## config.mk

```make
export PLATFORM = sky130hd
export DESIGN_NAME = rapids_run_ctrl
export DESIGN_NICKNAME = d
export VERILOG_FILES = /design/src/rtl/rapids_run_ctrl.sv
export SDC_FILE = /design/constraint.sdc
export NUM_CORES = 1
export LEC_CHECK = 0
export BUFFER_PORTS_ARGS = -buffer_cell sky130_fd_sc_hd__buf_2
export CORE_ASPECT_RATIO = 0.5
export CORE_MARGIN = 4
export CORE_UTILIZATION = 35
export DETAILED_ROUTE_END_ITERATION = 8
export MAX_ROUTING_LAYER = met4
export SYNTH_ARGS = -nofsm -noshare
export SYNTH_HDL_FRONTEND = slang
export SYNTH_SLANG_ARGS = --single-unit
```

## constraint.sdc

```tcl
create_clock -name clk -period 5.2 [get_ports clk]
set_input_delay 0.78 -clock clk [delete_from_list [all_inputs] [get_ports clk]]
set_output_delay 0.78 -clock clk [all_outputs]
set_load 0.02 [all_outputs]
```

## src/rtl/rapids_run_ctrl.sv

```systemverilog
// -----------------------------------------------------------------------------
// rapids_run_ctrl
// Run-control sequencer for the rapids core. Owns the PC and go/halt handling,
// and sequences each instruction through FETCH -> EXEC -> (MEM) -> commit.
// It also captures the first fault (cause + PC), counts retired instructions
// (saturating), and applies branch redirects at commit.
//
// Configuration macro: RAPIDS_SINGLE_STEP_EN
//   defined   : adds input 'step'. A step pulse while HALTED runs exactly one
//               instruction and then returns to HALTED.
//   undefined : no step port. HALTED exits only via go.
//
// Ports
//   clk, reset             clock; asynchronous active-high reset
//   step                   single-step request (only when RAPIDS_SINGLE_STEP_EN)
//   go, halt               run / stop requests (levels). halt wins over go.
//   wait_instr, instr_segv MMU instruction-side status
//   wait_data, data_segv   MMU data-side status
//   is_mem, branch_taken,
//   branch_target          decode results, valid in EXEC
//   pc                     current fetch PC
//   fetch_req/exec_en/
//   mem_req                state strobes
//   commit                 one-cycle retire pulse
//   state                  IDLE=0 FETCH=1 EXEC=2 MEM=3 HALTED=4 FAULT=5
//   fault_cause, fault_pc  latched fault information
//   retired                retired-instruction count (saturating)
// -----------------------------------------------------------------------------
module rapids_run_ctrl #(
  parameter int               ADDR_W      = 32,
  parameter int               INSTR_BYTES = 4,
  parameter int               CNT_W       = 32,
  parameter logic [ADDR_W-1:0] RESET_PC   = '0
) (
  input  logic              clk,
  input  logic              reset,
`ifdef RAPIDS_SINGLE_STEP_EN
  input  logic              step,
`endif
  input  logic              go,
  input  logic              halt,
  input  logic              wait_instr,
  input  logic              instr_segv,
  input  logic              wait_data,
  input  logic              data_segv,
  input  logic              is_mem,
  input  logic              branch_taken,
  input  logic [ADDR_W-1:0] branch_target,
  output logic [ADDR_W-1:0] pc,
  output logic              fetch_req,
  output logic              exec_en,
  output logic              mem_req,
  output logic              commit,
  output logic [2:0]        state,
  output logic [1:0]        fault_cause,
  output logic [ADDR_W-1:0] fault_pc,
  output logic [CNT_W-1:0]  retired
);

  typedef enum logic [2:0] {
    S_IDLE   = 3'd0,
    S_FETCH  = 3'd1,
    S_EXEC   = 3'd2,
    S_MEM    = 3'd3,
    S_HALTED = 3'd4,
    S_FAULT  = 3'd5
  } state_t;

  state_t              state_r;
  logic [ADDR_W-1:0]   pc_r;
  logic [ADDR_W-1:0]   fault_pc_r;
  logic [1:0]          fault_cause_r;
  logic [CNT_W-1:0]    retired_r;
  logic                commit_r;
  logic                br_taken_r;
  logic [ADDR_W-1:0]   br_target_r;
  logic                step_armed_r;

  logic                do_commit_s;
  logic [ADDR_W-1:0]   seq_pc_s;
  logic [ADDR_W-1:0]   commit_pc_s;
  state_t              commit_next_s;
  logic                step_go_s;

`ifdef RAPIDS_SINGLE_STEP_EN
  assign step_go_s = step & ~go;
`else
  assign step_go_s = 1'b0;
`endif

  // Retire decision, next PC and post-retire state for the current cycle.
  always_comb begin
    seq_pc_s    = pc_r + ADDR_W'(INSTR_BYTES);
    do_commit_s = 1'b0;
    commit_pc_s = seq_pc_s;
    if (state_r == S_EXEC) begin
      do_commit_s = ~is_mem;
      commit_pc_s = branch_taken ? branch_target : seq_pc_s;
    end else if (state_r == S_MEM) begin
      // A memory instruction's branch decision was captured in EXEC.
      do_commit_s = ~data_segv & ~wait_data;
      commit_pc_s = br_taken_r ? br_target_r : seq_pc_s;
    end else begin
      do_commit_s = 1'b0;
      commit_pc_s = seq_pc_s;
    end
    if (halt || step_armed_r) begin
      commit_next_s = S_HALTED;
    end else begin
      commit_next_s = S_FETCH;
    end
  end

  // Sequencer state, PC, fault capture and retire counter.
  always_ff @(posedge clk or posedge reset) begin
    if (reset) begin
      state_r       <= S_IDLE;
      pc_r          <= RESET_PC;
      fault_pc_r    <= '0;
      fault_cause_r <= 2'b00;
      retired_r     <= '0;
      commit_r      <= 1'b0;
      br_taken_r    <= 1'b0;
      br_target_r   <= '0;
      step_armed_r  <= 1'b0;
    end else begin
      commit_r <= 1'b0;
      case (state_r)
        S_IDLE: begin
          if (go && !halt) state_r <= S_FETCH;
          else             state_r <= S_IDLE;
        end
        S_FETCH: begin
          if (halt) begin
            state_r      <= S_HALTED;
            step_armed_r <= 1'b0;
          end else if (instr_segv) begin
            state_r       <= S_FAULT;
            fault_cause_r <= 2'b01;
            fault_pc_r    <= pc_r;
            step_armed_r  <= 1'b0;
          end else if (!wait_instr) begin
            state_r <= S_EXEC;
          end else begin
            state_r <= S_FETCH;
          end
        end
        S_EXEC: begin
          br_taken_r  <= branch_taken;
          br_target_r <= branch_target;
          if (is_mem) state_r <= S_MEM;
          else        state_r <= commit_next_s;
        end
        S_MEM: begin
          if (data_segv) begin
            state_r       <= S_FAULT;
            fault_cause_r <= 2'b10;
            fault_pc_r    <= pc_r;
            step_armed_r  <= 1'b0;
          end else if (!wait_data) begin
            state_r <= commit_next_s;
          end else begin
            state_r <= S_MEM;
          end
        end
        S_HALTED: begin
          if (go && !halt) begin
            state_r <= S_FETCH;
          end else if (step_go_s) begin
            state_r      <= S_FETCH;
            step_armed_r <= 1'b1;
          end else begin
            state_r <= S_HALTED;
          end
        end
        S_FAULT: begin
          // Resume from a fault restarts at RESET_PC; fault_pc is kept for software.
          if (go && !halt) begin
            state_r       <= S_FETCH;
            pc_r          <= RESET_PC;
            fault_cause_r <= 2'b00;
          end else begin
            state_r <= S_FAULT;
          end
        end
        default: begin
          state_r <= S_IDLE;
        end
      endcase

      // commit is registered, so it pulses in the cycle where pc/retired show the new values.
      if (do_commit_s) begin
        commit_r     <= 1'b1;
        pc_r         <= commit_pc_s;
        step_armed_r <= 1'b0;
        if (retired_r != {CNT_W{1'b1}}) retired_r <= retired_r + CNT_W'(1);
        else                            retired_r <= retired_r;
      end else begin
        commit_r <= 1'b0;
      end
    end
  end

  assign pc          = pc_r;
  assign fetch_req   = (state_r == S_FETCH);
  assign exec_en     = (state_r == S_EXEC);
  assign mem_req     = (state_r == S_MEM);
  assign commit      = commit_r;
  assign state       = state_r;
  assign fault_cause = fault_cause_r;
  assign fault_pc    = fault_pc_r;
  assign retired     = retired_r;

endmodule

```

==> flow_summary.rst <==
.. list-table::
   :header-rows: 1

   * - Metric
     - Value
   * - Status
     - finished, final reports clean
   * - Number of vias after detailed routing
     - 5,749
   * - Num rows
     - 35
   * - Clock Root Buffer
     - sky130_fd_sc_hd__clkbuf_16
   * - Synthesized netlist net count
     - 693
   * - Critical path data arrival time
     - 2.40 ns
   * - Area of the die
     - 21,890 um2
   * - DRC violation count after routing
     - 0
   * - Number of synthesized flops with an enable pin
     - 0
   * - Most frequent standard cell in the layout excluding fill and tap cells
     - sky130_fd_sc_hd__buf_2
   * - Cell taking the most area after synthesis
     - sky130_fd_sc_hd__dfrtp_1
   * - Global placement routability congestion
     - 0.8721
   * - Ant. Diodes
     - 0
   * - Seq/Total Area, Yosys
     - 0.4960
   * - Kind of cell with the highest combined delay on the critical path
     - simple AND/OR/NAND/NOR gates
   * - Crit share post-route
     - 0.6112
   * - Number of post-CTS setup repair buffers
     - 0
   * - Number of global-route vias before repair
     - between 5,000 and 6,000
   * - Number of buffers and inverters on the critical path
     - 2
   * - Ports
     - 147
   * - Setup TNS
     - 0 ns
   * - Post-placement cell area
     - 7791 um2
   * - Avg Cell Area, Syn
     - 10.49 um2
   * - Count of input and output buffers
     - 146
   * - Setup repair after global routing missed its margin
     - no
   * - Number of CTS-inserted buffers
     - 17
   * - Horiz. Die Dim
     - 205.3 um
   * - Synthesis warning total
     - 0
   * - Number of antenna-violating nets in the routed design
     - 0
   * - H-tree lvl count
     - 4
   * - CP Capture Type
     - output port
   * - Number of search-and-repair iterations in the first detailed-routing pass
     - 4
   * - Main synth FF type
     - sky130_fd_sc_hd__dfrtp_1
   * - Peak Freq
     - around 310 MHz
   * - Type of the worst min-delay path
     - reg2reg
   * - Final WL
     - about 20,000 um
   * - Sink Count
     - ~140
   * - Highest-count cells in the layout ignoring fill and taps
     - sky130_fd_sc_hd__buf_2 (146), sky130_fd_sc_hd__dfrtp_1 (135), sky130_fd_sc_hd__mux2_2 (65)
   * - CP required
     - between 4 and 5 ns
   * - Setup WS post-layout
     - 2.022 ns
   * - Fraction of final layout cells sized beyond drive strength 1
     - 0.3208
   * - Maximum number of pins on one net before global-route repair
     - 99
   * - Routing usage on met2
     - 0.2863
   * - Clock period minus final worst setup slack
     - 3.178 ns
   * - Insertion delay to the later sink of the worst-skew pair
     - 0.42 ns
   * - Sequence of cells on the critical path
     - nor2b_1 > nand2b_1 > inv_1 > buf_2
   * - Average routed wire per standard cell
     - 18.77 um
   * - Global routing usage on met1
     - 0.2652
   * - Layout Area Growth over Synthesis
     - 22.65%
   * - Tightest Pin Transition
     - 1.086 ns
   * - Xor and xnor fraction of the mapped netlist area
     - 0.03730
   * - Post-cts repair resize count
     - 0
   * - Share of synthesized registers carrying an async set or reset
     - 1.000
   * - Pre-CTS setup slack
     - 2.233 ns
   * - Global router's overall resource usage
     - 0.1904
   * - IR drop worst, VDD
     - 212.5 uV
   * - Main combinational cell family by area after synthesis
     - simple AND/OR/NAND/NOR gates
   * - Nets@finish
     - 828
   * - Total of hold buffers inserted after clock tree synthesis
     - 0
   * - Synthesized cell area
     - between 6000 and 7000 um2
   * - Start-to-end type of the worst setup path
     - reg2out
   * - Area fraction of the dominant cell type after synthesis
     - 0.4960
   * - Placeable core region
     - 18,740 um2
   * - Total power after layout
     - 3193 uW
   * - Crit Path Max Fanout
     - 16
   * - Area share of and/or/nand/nor cells after synthesis
     - 0.1653
   * - Effective utilization at floorplan
     - 0.3634
   * - CTS tree
     - built
   * - Final cell utilization of the core
     - 0.4457
   * - Final hold violation count
     - 0
   * - GRT met3 Usage
     - 0.04140
   * - Antenna violations before repair
     - 0
   * - Adder-cell share of the synthesized area
     - 0.003674
   * - Critical path startpoint category
     - flop
   * - Delay of the slowest critical-path stage
     - about 0.63 ns
   * - Total non-filler cell area in the finished layout
     - 8353 um2
   * - Remaining global-route overflow
     - 0
   * - Cell leakage power
     - between 0.003 and 0.004 uW
   * - Final setup violating endpoints
     - 0
   * - Total of max-cap violations
     - 0
   * - Compound-gate portion of the synthesized area
     - 0.1571
   * - Post-synthesis sequential element count
     - 135
   * - Relative max-transition margin
     - 0.2744
   * - Cell types with the largest area share after synthesis
     - sky130_fd_sc_hd__dfrtp_1 (50%), sky130_fd_sc_hd__mux2_2 (11%), sky130_fd_sc_hd__xnor2_1 (3.2%), sky130_fd_sc_hd__nor2_1 (2.6%), sky130_fd_sc_hd__o22ai_1 (2.6%)
   * - Number of design-rule violations left by the first detailed-router iteration
     - between 300 and 400
   * - Wire length of the first global-routing pass
     - 31,910 um
   * - GRT Max-Usage Layer
     - met2
   * - Multiplexer share of the synthesized area
     - 0.1075
   * - Clock-pin slew of the registers on the worst-case setup and hold paths
     - around 0.060 ns
   * - Synthesized instance count
     - approximately 650
   * - Count of distinct cell types in the synthesized netlist
     - 55
   * - DP Wirelength
     - 13,640 um
   * - Post-DR vias/cell
     - 5.454
   * - Pwr dens
     - 382.2 nW/um2
   * - Die Y
     - 106.6 um
   * - Slowest cell on crit path
     - sky130_fd_sc_hd__dfrtp_1
   * - Largest buffer count on any clock path
     - 2
   * - Worst clock skew
     - 0.01240 ns
   * - Final Slew Violations
     - 0
[state kept, by name, summed over array words and instances, names as in the netlist]
signal	count
br_taken_r	1
br_target_r	32
commit	1
fault_cause	2
fault_pc	32
pc	32
retired	32
state	3
[layer usage]
metal  up-vias  share of wire  wire length [um]
met5         -              0                 0
met4         0          0.012               237
met3        20          0.050               993
met2       142           0.45              8958
met1      2880           0.48              9592
li1       2707              -                 -
[power breakdown]
| part | internal [uW] | total, uW | switching (uW) |
|---|---|---|---|
| Clock | 720 | 1170 | 454 |
| Sequential | 1250 | 1420 | 170 |
| Combinational | 286 | 602 | 316 |
| Total | 2250 | 3190 | 939 |
[metrics by stage]
stage          instances  hold slack (ns)
3_3_place_gp        1024           0.4762
4_1_cts             1054           0.5026
3_5_place_dp        1024           0.4907
5_1_grt             1054           0.5164
6_report            1054           0.4985
2_1_floorplan        649           0.4797
[worst paths after layout]
check | start | end | slack [ns] | depth (start not counted)
max | state[1] | exec_en | 2.02 | 4
min | fault_pc[2] | fault_pc[2] | 0.50 | 1
max reg2reg | state[0] | retired[1] | 2.32 | 5
min reg2reg | fault_pc[2] | fault_pc[2] | 0.50 | 1
max in group asynchronous | reset | br_target_r[13] | 3.61 | 3
min in group asynchronous | reset | fault_pc[31] | 0.55 | 2
[Yosys cell counts (all sizes together), types with 2 or more instances]
| cell | instances |
|---|---|
| a22o | 14 |
| a221o | 2 |
| o22ai | 28 |
| nor2b | 4 |
| a211oi | 2 |
| o32ai | 2 |
| o21ai | 23 |
| inv | 23 |
| and2 | 5 |
| buf | 4 |
| o221ai | 6 |
| o31a | 3 |
| and4 | 12 |
| nand2b | 7 |
| o2bb2ai | 8 |
| and3 | 13 |
| or4 | 5 |
| nor3 | 18 |
| nand2 | 23 |
| xnor2 | 25 |
| a32oi | 2 |
| a21o | 11 |
| mux2 | 65 |
| or2 | 2 |
| xor2 | 4 |
| nor3b | 2 |
| ha | 2 |
| dfrtp | 135 |
| a21oi | 22 |
| or3 | 6 |
| nor4b | 2 |
| nor4 | 3 |
| nand4 | 26 |
| clkbuf | 32 |
| nand3 | 31 |
| a22oi | 6 |
| nor2 | 47 |
| o31ai | 14 |
[final cells by class]
type | instances | area [um2]
Fill cell | 1844 | 10390
Clock inverter | 10 | 105.1
Timing Repair Buffer | 152 | 775.7
Multi-Input combinational cell | 455 | 3222
Inverter | 23 | 91.34
Clock buffer | 20 | 456.7
Sequential cell | 135 | 3378
Tap cell | 259 | 324.1
[kinds of logic after synthesis]
| kind of cell | after synthesis |
|---|---|
| and+or+nand+nor | 208 |
| AOI/OAI and AO/OA | 151 |
| DFF | 135 |
| muxes | 65 |
| buffers and inverters | 59 |
| xor gates and xnor gates | 29 |
| adders and majority gates | 2 |
No activity file was read; power rests on OpenSTA's default activity.
